## src/rtl/scb_pkg.sv

```systemverilog
// Shared types and defaults for the in-order issue hazard scoreboard.
package scb_pkg;

  typedef enum logic [1:0] {
    SCB_RUN,
    SCB_DRAIN,
    SCB_HALTED
  } scbState_t;

  localparam int CNT_W_DEF  = 2;
  localparam int INFL_W_DEF = 3;

  // Largest value a saturating counter of the given width can hold.
  function automatic int satMax(input int w);
    return (1 << w) - 1;
  endfunction

endpackage

```

## src/rtl/hazard_scoreboard_if.sv

```systemverilog
// Decode / writeback / execute-squash bundle seen by the hazard scoreboard.
interface hazard_scoreboard_if #(
  parameter int REG_SIZE = 5
);
  logic                issueValidD;
  logic [REG_SIZE-1:0] rs1D;
  logic [REG_SIZE-1:0] rs2D;
  logic                useRs1D;
  logic                useRs2D;
  logic                regWriteD;
  logic [REG_SIZE-1:0] rdD;
  logic                finishD;
  logic                retireW;
  logic                regWriteW;
  logic [REG_SIZE-1:0] rdW;
  logic                squashE;
  logic                regWriteSqE;
  logic [REG_SIZE-1:0] rdSqE;
  logic                stallD;
  logic                halted;
  logic                scbErr;

  modport master (
    output issueValidD, rs1D, rs2D, useRs1D, useRs2D, regWriteD, rdD, finishD,
    output retireW, regWriteW, rdW, squashE, regWriteSqE, rdSqE,
    input  stallD, halted, scbErr
  );

  modport slave (
    input  issueValidD, rs1D, rs2D, useRs1D, useRs2D, regWriteD, rdD, finishD,
    input  retireW, regWriteW, rdW, squashE, regWriteSqE, rdSqE,
    output stallD, halted, scbErr
  );
endinterface

```

## src/rtl/scb_counter.sv

```systemverilog
// Saturating up/down counter with one increment and two decrement strobes;
// underflow clamps to zero and isZero reflects the value after this edge.
module scb_counter
  import scb_pkg::*;
#(
  parameter int W = CNT_W_DEF
) (
  input  logic         clk,
  input  logic         reset,
  input  logic         inc,
  input  logic         dec0,
  input  logic         dec1,
  output logic [W-1:0] count,
  output logic         underflow,
  output logic         isZero
);

  logic        [W-1:0] r_count;
  logic        [W-1:0] w_next;
  logic signed [W+1:0] w_sum;

  // Two spare bits let the net change go negative or past max before clamping.
  always_comb begin
    w_sum     = $signed({2'b00, r_count})
              + $signed({{(W+1){1'b0}}, inc})
              - $signed({{(W+1){1'b0}}, dec0})
              - $signed({{(W+1){1'b0}}, dec1});
    underflow = 1'b0;
    w_next    = r_count;
    if (w_sum < 0) begin
      underflow = 1'b1;
      w_next    = '0;
    end else if (w_sum > $signed((W+2)'(satMax(W)))) begin
      w_next    = '1;
    end else begin
      w_next    = w_sum[W-1:0];
    end
  end

  always_ff @(posedge clk or negedge reset) begin
    if (!reset) begin
      r_count <= '0;
    end else begin
      r_count <= w_next;
    end
  end

  assign count  = r_count;
  assign isZero = (w_next == '0);

endmodule

```

## src/rtl/hazard_scoreboard.sv

```systemverilog
// In-order issue scoreboard: RAW stalls, in-flight tracking and finish drain.
// Define SCB_BYPASS_EN to let a same-cycle writeback clear a single pending source.
module hazard_scoreboard
  import scb_pkg::*;
#(
  parameter int REG_COUNT = 32,
  parameter int REG_SIZE  = 5,
  parameter int CNT_W     = CNT_W_DEF,
  parameter int INFL_W    = INFL_W_DEF
) (
  input logic                clk,
  input logic                reset,
  hazard_scoreboard_if.slave bus
);

  scbState_t r_state;
  scbState_t w_nextState;
  logic      r_scbErr;

  logic [REG_COUNT-1:0][CNT_W-1:0] w_pend;
  logic [REG_COUNT-1:0]            w_pendZero;
  logic [REG_COUNT-1:0]            w_pendUnder;

  logic [INFL_W-1:0] w_infl;
  logic              w_inflZero;
  logic              w_inflUnder;

  logic w_issue;
  logic w_stall;
  logic w_byp1;
  logic w_byp2;
  logic w_rs1Haz;
  logic w_rs2Haz;
  logic w_wawFull;
  logic w_inflFull;

  // x0 is hard-wired: never pending, never in error.
  assign w_pend[0]      = '0;
  assign w_pendZero[0]  = 1'b1;
  assign w_pendUnder[0] = 1'b0;

  genvar g;
  generate
    for (g = 1; g < REG_COUNT; g++) begin : gPend
      scb_counter #(
        .W(CNT_W)
      ) uCnt (
        .clk       (clk),
        .reset     (reset),
        .inc       (w_issue & bus.regWriteD & (bus.rdD == REG_SIZE'(g))),
        .dec0      (bus.retireW & bus.regWriteW & (bus.rdW == REG_SIZE'(g))),
        .dec1      (bus.squashE & bus.regWriteSqE & (bus.rdSqE == REG_SIZE'(g))),
        .count     (w_pend[g]),
        .underflow (w_pendUnder[g]),
        .isZero    (w_pendZero[g])
      );
    end
  endgenerate

  scb_counter #(
    .W(INFL_W)
  ) uInfl (
    .clk       (clk),
    .reset     (reset),
    .inc       (w_issue),
    .dec0      (bus.retireW),
    .dec1      (bus.squashE),
    .count     (w_infl),
    .underflow (w_inflUnder),
    .isZero    (w_inflZero)
  );

`ifdef SCB_BYPASS_EN
  // The regfile writes on negedge, so a single outstanding write retiring now is already readable.
  assign w_byp1 = (w_pend[bus.rs1D] == CNT_W'(1)) & bus.retireW & bus.regWriteW
                & (bus.rdW == bus.rs1D);
  assign w_byp2 = (w_pend[bus.rs2D] == CNT_W'(1)) & bus.retireW & bus.regWriteW
                & (bus.rdW == bus.rs2D);
`else
  assign w_byp1 = 1'b0;
  assign w_byp2 = 1'b0;
`endif

  always_comb begin
    w_rs1Haz   = bus.useRs1D & (bus.rs1D != '0) & (w_pend[bus.rs1D] != '0) & ~w_byp1;
    w_rs2Haz   = bus.useRs2D & (bus.rs2D != '0) & (w_pend[bus.rs2D] != '0) & ~w_byp2;
    w_wawFull  = bus.regWriteD & (bus.rdD != '0) & (w_pend[bus.rdD] == '1);
    w_inflFull = (w_infl == '1);
    w_stall    = (r_state != SCB_RUN)
               | (bus.issueValidD & (w_rs1Haz | w_rs2Haz | w_wawFull | w_inflFull));
  end

  assign w_issue = bus.issueValidD & ~w_stall;

  // Drain completes on the edge whose updates leave nothing in flight and nothing pending.
  always_comb begin
    w_nextState = r_state;
    case (r_state)
      SCB_RUN: begin
        if (w_issue & bus.finishD) begin
          w_nextState = SCB_DRAIN;
        end
      end
      SCB_DRAIN: begin
        if (w_inflZero & (&w_pendZero)) begin
          w_nextState = SCB_HALTED;
        end
      end
      SCB_HALTED: begin
        w_nextState = SCB_HALTED;
      end
      default: begin
        w_nextState = SCB_RUN;
      end
    endcase
  end

  always_ff @(posedge clk or negedge reset) begin
    if (!reset) begin
      r_state  <= SCB_RUN;
      r_scbErr <= 1'b0;
    end else begin
      r_state  <= w_nextState;
      r_scbErr <= r_scbErr | w_inflUnder | (|w_pendUnder);
    end
  end

  assign bus.stallD = w_stall;
  assign bus.halted = (r_state == SCB_HALTED);
  assign bus.scbErr = r_scbErr;

endmodule

```

## src/flat_wrapper.sv

```systemverilog
// flat-port wrapper written by rule: the top's interface ports become plain ports
module hazard_scoreboard_flat import scb_pkg::*;
#(
  parameter int REG_COUNT = 32,
  parameter int REG_SIZE  = 5,
  parameter int CNT_W     = CNT_W_DEF,
  parameter int INFL_W    = INFL_W_DEF
)
  (clk, reset, bus_issueValidD, bus_rs1D, bus_rs2D, bus_useRs1D, bus_useRs2D, bus_regWriteD, bus_rdD, bus_finishD, bus_retireW, bus_regWriteW, bus_rdW, bus_squashE, bus_regWriteSqE, bus_rdSqE, bus_stallD, bus_halted, bus_scbErr);
  hazard_scoreboard_if #(.REG_SIZE(REG_SIZE)) bus_i ();
  input logic clk;
  input logic reset;
  input wire logic [$bits(bus_i.issueValidD)-1:0] bus_issueValidD;
  input wire logic [$bits(bus_i.rs1D)-1:0] bus_rs1D;
  input wire logic [$bits(bus_i.rs2D)-1:0] bus_rs2D;
  input wire logic [$bits(bus_i.useRs1D)-1:0] bus_useRs1D;
  input wire logic [$bits(bus_i.useRs2D)-1:0] bus_useRs2D;
  input wire logic [$bits(bus_i.regWriteD)-1:0] bus_regWriteD;
  input wire logic [$bits(bus_i.rdD)-1:0] bus_rdD;
  input wire logic [$bits(bus_i.finishD)-1:0] bus_finishD;
  input wire logic [$bits(bus_i.retireW)-1:0] bus_retireW;
  input wire logic [$bits(bus_i.regWriteW)-1:0] bus_regWriteW;
  input wire logic [$bits(bus_i.rdW)-1:0] bus_rdW;
  input wire logic [$bits(bus_i.squashE)-1:0] bus_squashE;
  input wire logic [$bits(bus_i.regWriteSqE)-1:0] bus_regWriteSqE;
  input wire logic [$bits(bus_i.rdSqE)-1:0] bus_rdSqE;
  output wire logic [$bits(bus_i.stallD)-1:0] bus_stallD;
  output wire logic [$bits(bus_i.halted)-1:0] bus_halted;
  output wire logic [$bits(bus_i.scbErr)-1:0] bus_scbErr;
  assign bus_i.issueValidD = bus_issueValidD;
  assign bus_i.rs1D = bus_rs1D;
  assign bus_i.rs2D = bus_rs2D;
  assign bus_i.useRs1D = bus_useRs1D;
  assign bus_i.useRs2D = bus_useRs2D;
  assign bus_i.regWriteD = bus_regWriteD;
  assign bus_i.rdD = bus_rdD;
  assign bus_i.finishD = bus_finishD;
  assign bus_i.retireW = bus_retireW;
  assign bus_i.regWriteW = bus_regWriteW;
  assign bus_i.rdW = bus_rdW;
  assign bus_i.squashE = bus_squashE;
  assign bus_i.regWriteSqE = bus_regWriteSqE;
  assign bus_i.rdSqE = bus_rdSqE;
  assign bus_stallD = bus_i.stallD;
  assign bus_halted = bus_i.halted;
  assign bus_scbErr = bus_i.scbErr;
  hazard_scoreboard #(.REG_COUNT(REG_COUNT), .REG_SIZE(REG_SIZE), .CNT_W(CNT_W), .INFL_W(INFL_W)) u_core (.clk(clk), .reset(reset), .bus(bus_i));
endmodule
```

## config.mk

```make
export PLATFORM = sky130hd
export DESIGN_NAME = hazard_scoreboard_flat
export DESIGN_NICKNAME = d
export VERILOG_FILES = /design/src/rtl/scb_pkg.sv /design/src/rtl/hazard_scoreboard_if.sv /design/src/rtl/scb_counter.sv /design/src/rtl/hazard_scoreboard.sv /design/src/flat_wrapper.sv
export SDC_FILE = /design/constraint.sdc
export NUM_CORES = 1
export LEC_CHECK = 0
export ABC_AREA = 1
export CORE_MARGIN = 2
export CORE_UTILIZATION = 55
export CTS_BUF_LIST = sky130_fd_sc_hd__clkbuf_4 sky130_fd_sc_hd__clkbuf_8 sky130_fd_sc_hd__clkbuf_16
export DETAILED_ROUTE_END_ITERATION = 8
export PLACE_DENSITY = 0.74
export SLEW_MARGIN = 20
export SYNTH_ARGS = -nofsm -noshare
export SYNTH_HDL_FRONTEND = slang
export SYNTH_SLANG_ARGS = --single-unit
```

## constraint.sdc

```tcl
create_clock -name clk -period 4.3 [get_ports clk]
set_input_delay 1.075 -clock clk [delete_from_list [all_inputs] [get_ports clk]]
set_output_delay 1.075 -clock clk [all_outputs]
set_load 0.02 [all_outputs]
```

=== Word-level counts from Yosys, hierarchy flattened ===
Cells that the tools add are included.

* Register bits after elaboration: 68
* Latch bits: 0
* Output and inout bits: 3
* Memories: 0
* Memory bits (writable): 0
* ROM bits: 0

* Order comparisons: 67
* Multiplexer cells: 105
* Div/mod/pow operators: 0
* Eq/ne operators: 99
* Multiply operators: 0
* Bitwise gates (word level): 113
* Add/sub/neg operators: 96
* Shift-type cells: 0
* Reductions and logical operators: 42

{| class="wikitable"
|+ Operator list
! cell !! count
|-
| $sub 4x2->4 || 62
|-
| $eq 5x5->1 const B || 48
|-
| $mux 2 || 67
|-
| $gt 4x3->1 const B || 31
|-
| $lt 4x1->1 const B || 31
|-
| $eq 5x4->1 const B || 24
|-
| $and 1x1->1 || 106
|-
| $add 2x1->3 || 31
|-
| $logic_not 2->1 || 32
|-
| $eq 5x3->1 const B || 12
|-
| $mux 1 || 32
|-
| $reduce_and 31->1 || 1
|-
| $reduce_or 31->1 || 1
|-
| $bmux 2 s5 || 3
|-
| $eq 5x2->1 const B || 6
|-
| $lt 5x6->1 const B || 3
|-
| $eq 5x1->1 const B || 3
|-
| $reduce_bool 5->1 || 3
|-
| $sub 5x2->5 || 2
|-
| $mux 3 || 2
|-
| $or 1x1->1 || 6
|-
| $pmux 2 s3 || 1
|-
| $reduce_bool 2->1 || 3
|-
| $gt 5x4->1 const B || 1
|-
| 9 further kinds || 11
|}

=== Longest topological paths before layout ===
* Depth after elaboration: 24
* Gate-level depth with buffers: 39
* Gate-level depth less buffers: 37

=== By module ===
Synthesis repeated with hierarchy kept, for this count alone.

* Cell total of the unflattened synthesis: 1291
* Area, all modules: 8557.0 sq um

{| class="wikitable"
|+ By module, submodules not included
! module !! sequential area each (sq um) !! times used !! cells each !! area an instance (sq um)
|-
| scb_counter (u_core.gPend[10].uCnt ...) || 50.0 || 31 || 21 || 182.7
|-
| hazard_scoreboard || 75.1 || 1 || 606 || 2621.3
|-
| scb_counter (u_core.uInfl) || 75.1 || 1 || 34 || 272.8
|}

=== Worst setup path before layout ===
Ideal clock, no wire load.

* Path kind: input-to-reg
* From: in bus_rdD[1]
* To: reg u_core.r_state[1]
* Data required time: 4184 ps
* Arrival: 4359 ps
* Setup time: 116 ps
* Slack: -176 ps
* Buffers on the path: 3
* Stages: 37
* Cell sequence: buf_4 > inv_1 > buf_2 > nand2_1 > nand2_1 > nand2_1 > nand2_1 > inv_1 > nand2_1 > nand3_1 > nand2_1 > nand2_1 > nand2_1 > nor2_2 > nand3_2 > nor2_4 > nand2_4 > buf_12 > nor2_2 > ha_1 > inv_1 > fa_1 > ha_1 > nand2_1 > nand2_1 > nand2_1 > nand2_1 > nor2_1 > nand2_1 > nor2_1 > nand2_1 > nor2_1 > nand2_1 > a21oi_1 > nand4_1 > nand3_1 > nand2_1

* Cells in the longest elaborated chain, start to end: 23
* Elaborated cells on any way between the ends: 337

{| class="wikitable"
|+ Ends and longest elaborated chain
! what !! line !! source
|-
| start, declared || flat_wrapper.sv:19 || <nowiki>input wire logic [$bits(bus_i.rdD)-1:0] bus_rdD;</nowiki>
|-
| $bmux 2 s5 || hazard_scoreboard.sv:87 || <nowiki>w_wawFull = bus.regWriteD & (bus.rdD != '0) & (w_pend[bus.rdD] == '1);</nowiki>
|-
| $mux 2 (implied by the code) || hazard_scoreboard.sv:87 ||
|-
| $eq 2x2->1 || hazard_scoreboard.sv:87 ||
|-
| $and 1x1->1 || hazard_scoreboard.sv:87 ||
|-
| $or 1x1->1 (2 in series) || hazard_scoreboard.sv:90 || <nowiki>| (bus.issueValidD & (w_rs1Haz | w_rs2Haz | w_wawFull | w_inflFull));</nowiki>
|-
| $and 1x1->1 || hazard_scoreboard.sv:90 ||
|-
| $or 1x1->1 || hazard_scoreboard.sv:90 ||
|-
| $not 1->1 || hazard_scoreboard.sv:93 || <nowiki>assign w_issue = bus.issueValidD & ~w_stall;</nowiki>
|-
| (+7 left out) || n/a ||
|-
| $mux 2 || scb_counter.sv:33 || <nowiki>end else if (w_sum > $signed((W+2)'(satMax(W)))) begin</nowiki>
|-
| $mux 2 * || scb_counter.sv:30 || <nowiki>if (w_sum < 0) begin</nowiki>
|-
| via u_core.gPend[19].uCnt.w_next[0] || scb_counter.sv:19 || <nowiki>logic [W-1:0] w_next;</nowiki>
|-
| $logic_not 2->1 * || scb_counter.sv:49 || <nowiki>assign isZero = (w_next == '0);</nowiki>
|-
| $reduce_and 31->1 * || hazard_scoreboard.sv:105 || <nowiki>if (w_inflZero & (&w_pendZero)) begin</nowiki>
|-
| $and 1x1->1 * || hazard_scoreboard.sv:105 ||
|-
| $ne 2x1->1 (no line) * || n/a ||
|-
| $reduce_and 2->1 (no line) * || n/a ||
|-
| end signal, assigned || hazard_scoreboard.sv:123 || <nowiki>r_state <= w_nextState;</nowiki>
|-
| end, declared || hazard_scoreboard.sv:16 || <nowiki>scbState_t r_state;</nowiki>
|}

The timed path passes the listed nets; every way through them passes the cells marked *. The select of a mux whose other input is x is not followed.
A chain may end at the register's enable or synchronous reset.

=== Final worst setup path ===
* From: in bus_rdD[0]
* To: reg u_core.r_state[1]

* Cells in the longest elaborated chain, start to end: 23
* Elaborated cells on any way between the ends: 337

{| class="wikitable"
|+ Ends and longest elaborated chain
! what !! line
|-
| $bmux 2 s5 || hazard_scoreboard.sv:87
|-
| $mux 2 (implied by the code) || hazard_scoreboard.sv:87
|-
| $eq 2x2->1 || hazard_scoreboard.sv:87
|-
| $and 1x1->1 || hazard_scoreboard.sv:87
|-
| $or 1x1->1 (2 in series) || hazard_scoreboard.sv:90
|-
| $and 1x1->1 || hazard_scoreboard.sv:90
|-
| $or 1x1->1 || hazard_scoreboard.sv:90
|-
| $not 1->1 || hazard_scoreboard.sv:93
|-
| (+7 left out) || n/a
|-
| $mux 2 || scb_counter.sv:33
|-
| $mux 2 * || scb_counter.sv:30
|-
| via u_core.gPend[31].uCnt.w_next[0] || scb_counter.sv:19
|-
| $logic_not 2->1 * || scb_counter.sv:49
|-
| $reduce_and 31->1 * || hazard_scoreboard.sv:105
|-
| $and 1x1->1 * || hazard_scoreboard.sv:105
|-
| $ne 2x1->1 (no line) * || n/a
|-
| $reduce_and 2->1 (no line) * || n/a
|}

Marks and branches as above.

==> results.py <==
metrics = {
    "drt": {
        "ant_nets": 0,
        "drt_iter0_markers": 1238,
        "drt-total-wl_mm": 32.74,
        "viasPerCell": 5.460,
        "dr.pass1.iters": 6,
        "wl_per_cell_um": 18.72,
        "vias": 9550,
        "drc": 0,
    },
    "logic_synthesis": {
        "ys_seq_area_share_pct": 19.78,
        "yosys_warnings": 0,
        "synth_top_area_share_pct": 19.78,
        "synth_edf_count": 0,
        "synthTopCellsByCount": "nand2_1 (338), inv_1 (287), nor2_1 (147)",
        "synth_cells": 1261,
        "synthesis.area_um2": 8603,
        "postSynthNetCount": 1459,
        "yosysMostFrequentCell": "nand2_1",
        "synth_seq_cells": 68,
        "yosys.area.top_type": "dfrtp_1",
        "async_flop_share_pct": 100.0,
        "synth_area_leaders": "dfrtp_1 (20%), nand2_1 (15%), fa_1 (15%), ha_1 (14%), inv_1 (13%)",
        "synth_flop_cell": "dfrtp_1",
        "ys_types": 33,
        "syn_avg_cell_area_um2": 6.823,
    },
    "place": {
        "place_area_um2": 10760,
        "gp_congestion": 1.013,
        "portBuffers": 38,
        "dp_hpwl_mm": 24.78,
        "dp_cells": 1701,
    },
    "timing": {
        "timing.setup.tns_ns": -1.788,
        "fin_crit_sh_pct": 118.7,
        "max_clock_freq_ghz": 0.1959,
        "setup_slack_ns": -0.8039,
        "timing.final.max_slew_violations": 0,
        "min_period_ns": 5.104,
        "rsz0062_at_grt": "true",
        "hold_viol": 0,
        "finClkSkew_ns": 0.008989,
        "worst_pin_slew_ns": 0.9926,
        "finalSetupViolCount": 3,
        "slew_headroom_pct": 33.82,
    },
    "global_routing": {
        "antenna_found_initial": 0,
        "grt_pass1_wl_mm": 47.87,
        "grt_usage_pct": 38.38,
        "grtUsageMet2_pct": 61.44,
        "globalRouteOverflowTotal": 0,
        "grt_max_degree": 69,
        "met3_usage_pct": 9.785,
        "grt_pass1_vias": 9045,
        "top_usage_layer": "met2",
        "met1_usage_pct": 49.26,
    },
    "floorplan": {
        "fp.dieW_um": 129.1,
        "io_pins": 39,
        "core.rowCount": 45,
        "initial_utilization_pct": 56.38,
        "die_area_um2": 16660,
        "core_area_um2": 15260,
        "die_y_um": 129.1,
    },
    "layout": {
        "drive_above_1_share_pct": 28.80,
        "fin_area_um2": 11940,
        "final_cells": 1749,
        "fillers": 1070,
        "antennaDiodeCount": 0,
        "fin_nets": 1731,
        "area_growth_pct": 38.83,
    },
    "critical_path": {
        "cp.arrival_ns": 5.40,
        "path_buf_inv": 6,
        "cpLargestDelayFamily": "simple AND/OR/NAND/NOR gates",
        "worst_ep_required_time_ns": 4.59,
        "worstPathMaxFanout": 8,
        "startpoint_type": "input pin",
        "setup.worst_path.class": "input pin to register",
        "critPathMostFrequentCell": "nand2_1",
        "ff2ff_path_depth": 36,
        "worst_setup_path_end_kind": "register",
        "worst_path_max_delay_cell": "fa_2",
        "path_depth": 38,
        "cp_slowest_stage_delay_ns": 0.38,
    },
    "cts": {
        "cts-htree-levels": 3,
        "clk_pin_slew_ns": 0.06,
        "hold_buffers": 0,
        "cts_sinks": 68,
        "cts_buffer_depth": 2,
        "cts_tree": "yes",
        "insertion_delay_ns": 0.35,
        "clockRootBuffer": "clkbuf_16",
        "cts_buffers": 9,
    },
    "status": {
        "violations": "setup timing",
        "status": "finished, violations left",
    },
    "power_and_ir_drop": {
        "peakVddDrop_mv": 0.3078,
        "power_leakage_uw": 0.006300,
        "power_density_nw_per_um2": 419.1,
        "design_power_total_uw": 5006,
    },
    "min_path": {
        "hold_depth": 2,
        "hold_class": "register to register",
    },
    "run": {
        "max_cap_viol_count": 0,
    },
}
==> layout by cell type (no fill, tap or decap), types with 4 or more instances in the layout <==
| master | instances |
|---|---|
| nand2_1 | 312 |
| inv_1 | 272 |
| buf_4 | 216 |
| nor2_1 | 126 |
| nand3_1 | 86 |
| ha_1 | 86 |
| dfrtp_1 | 68 |
| fa_2 | 34 |
| nor2_2 | 31 |
| fa_1 | 29 |
| nand2_2 | 26 |
| clkdlybuf4s50_1 | 24 |
| o21ai_0 | 20 |
| a21oi_1 | 18 |
| nand4_1 | 18 |
| nor2_4 | 17 |
| or2_2 | 17 |
| buf_6 | 16 |
| inv_2 | 15 |
| clkbuf_16 | 13 |
| o21ai_1 | 8 |
| nand3_2 | 7 |
| nor4_1 | 7 |
| ha_2 | 7 |
| ha_4 | 6 |
| o21ai_2 | 5 |
| buf_12 | 5 |
| nor3_1 | 4 |
| clkinv_2 | 4 |
| nand3b_1 | 4 |
==> layout make-up <==
cell class	count	area [µm²]	area share [%]
multi-input combinational	887	6171	51.67
timing repair buffer	275	2374	19.87
sequential	68	1702	14.25
inverter	292	1112	9.313
tap	211	264.0	2.210
clock buffer	11	246.5	2.064
clock inverter	5	75.07	0.6285
==> tightest hold or removal path, delay by kind of cell, from the launching register on <==
| kind | cells | cell delay [ns] |
|---|---|---|
| flops | 1 | 0.35 |
| simple gates | 2 | 0.12 |
==> logic make-up after synthesis <==
family	share of synthesized area, %
simple gates	33.00
buf+inv	14.28
fa+ha+maj	29.06
flops	19.78
compound gates	3.781
xor+xnor	0.1018
==> sequential cells by signal, indices dropped and copies added (netlist names) <==
signal / count
u_core.gPend.uCnt.count: 62
u_core.uInfl.count: 3
u_core.r_state: 2
u_core.bus.scbErr: 1
==> path summary, 6_finish.rpt <==
check | from | end | slack, ns
max | bus_rdD[0] | u_core.r_state[1] | -0.80
min | u_core.bus.scbErr | u_core.bus.scbErr | 0.50
max reg2reg | u_core.gPend[12].uCnt.count[1] | u_core.r_state[1] | -0.44
min reg2reg | u_core.bus.scbErr | u_core.bus.scbErr | 0.50
max in group asynchronous | reset | u_core.gPend[20].uCnt.count[0] | 2.77
min in group asynchronous | reset | u_core.gPend[6].uCnt.count[1] | 0.88
==> through the flow <==
step | hold slack [ns] | util (%) | setup slack [ns]
after floorplan | 0.5002 | - | -0.08210
after detailed placement | 0.4888 | 70.49 | -1.415
after global routing | 0.5639 | 78.28 | -0.9255
after global placement | 0.4919 | 70.49 | -1.312
final | 0.5036 | 78.28 | -0.8039
after CTS | 0.5086 | 74.29 | -0.4354
==> power by group <==
part           leakage (µW)  switching, µW  internal [µW]
Combinational       0.00534           1680           1190
Sequential         0.000795            353            929
Clock              0.000163            322            528
==> repair_timing <==
action | CTS | global route
resized for setup | 103 | 109
pin swaps | 34 | 76
gates cloned | 3 | 5
endpoints found under the setup margin | 28 | 5
buffers inserted | 7 | 17
==> routing by layer <==
| layer | wire (µm) | vias to the layer above |
|---|---|---|
| met5 | 0 | - |
| met4 | 2091 | 0 |
| met3 | 3843 | 172 |
| met2 | 14590 | 662 |
| met1 | 12220 | 4388 |
| li1 | - | 4328 |
Power figures use the tool's default switching activity.
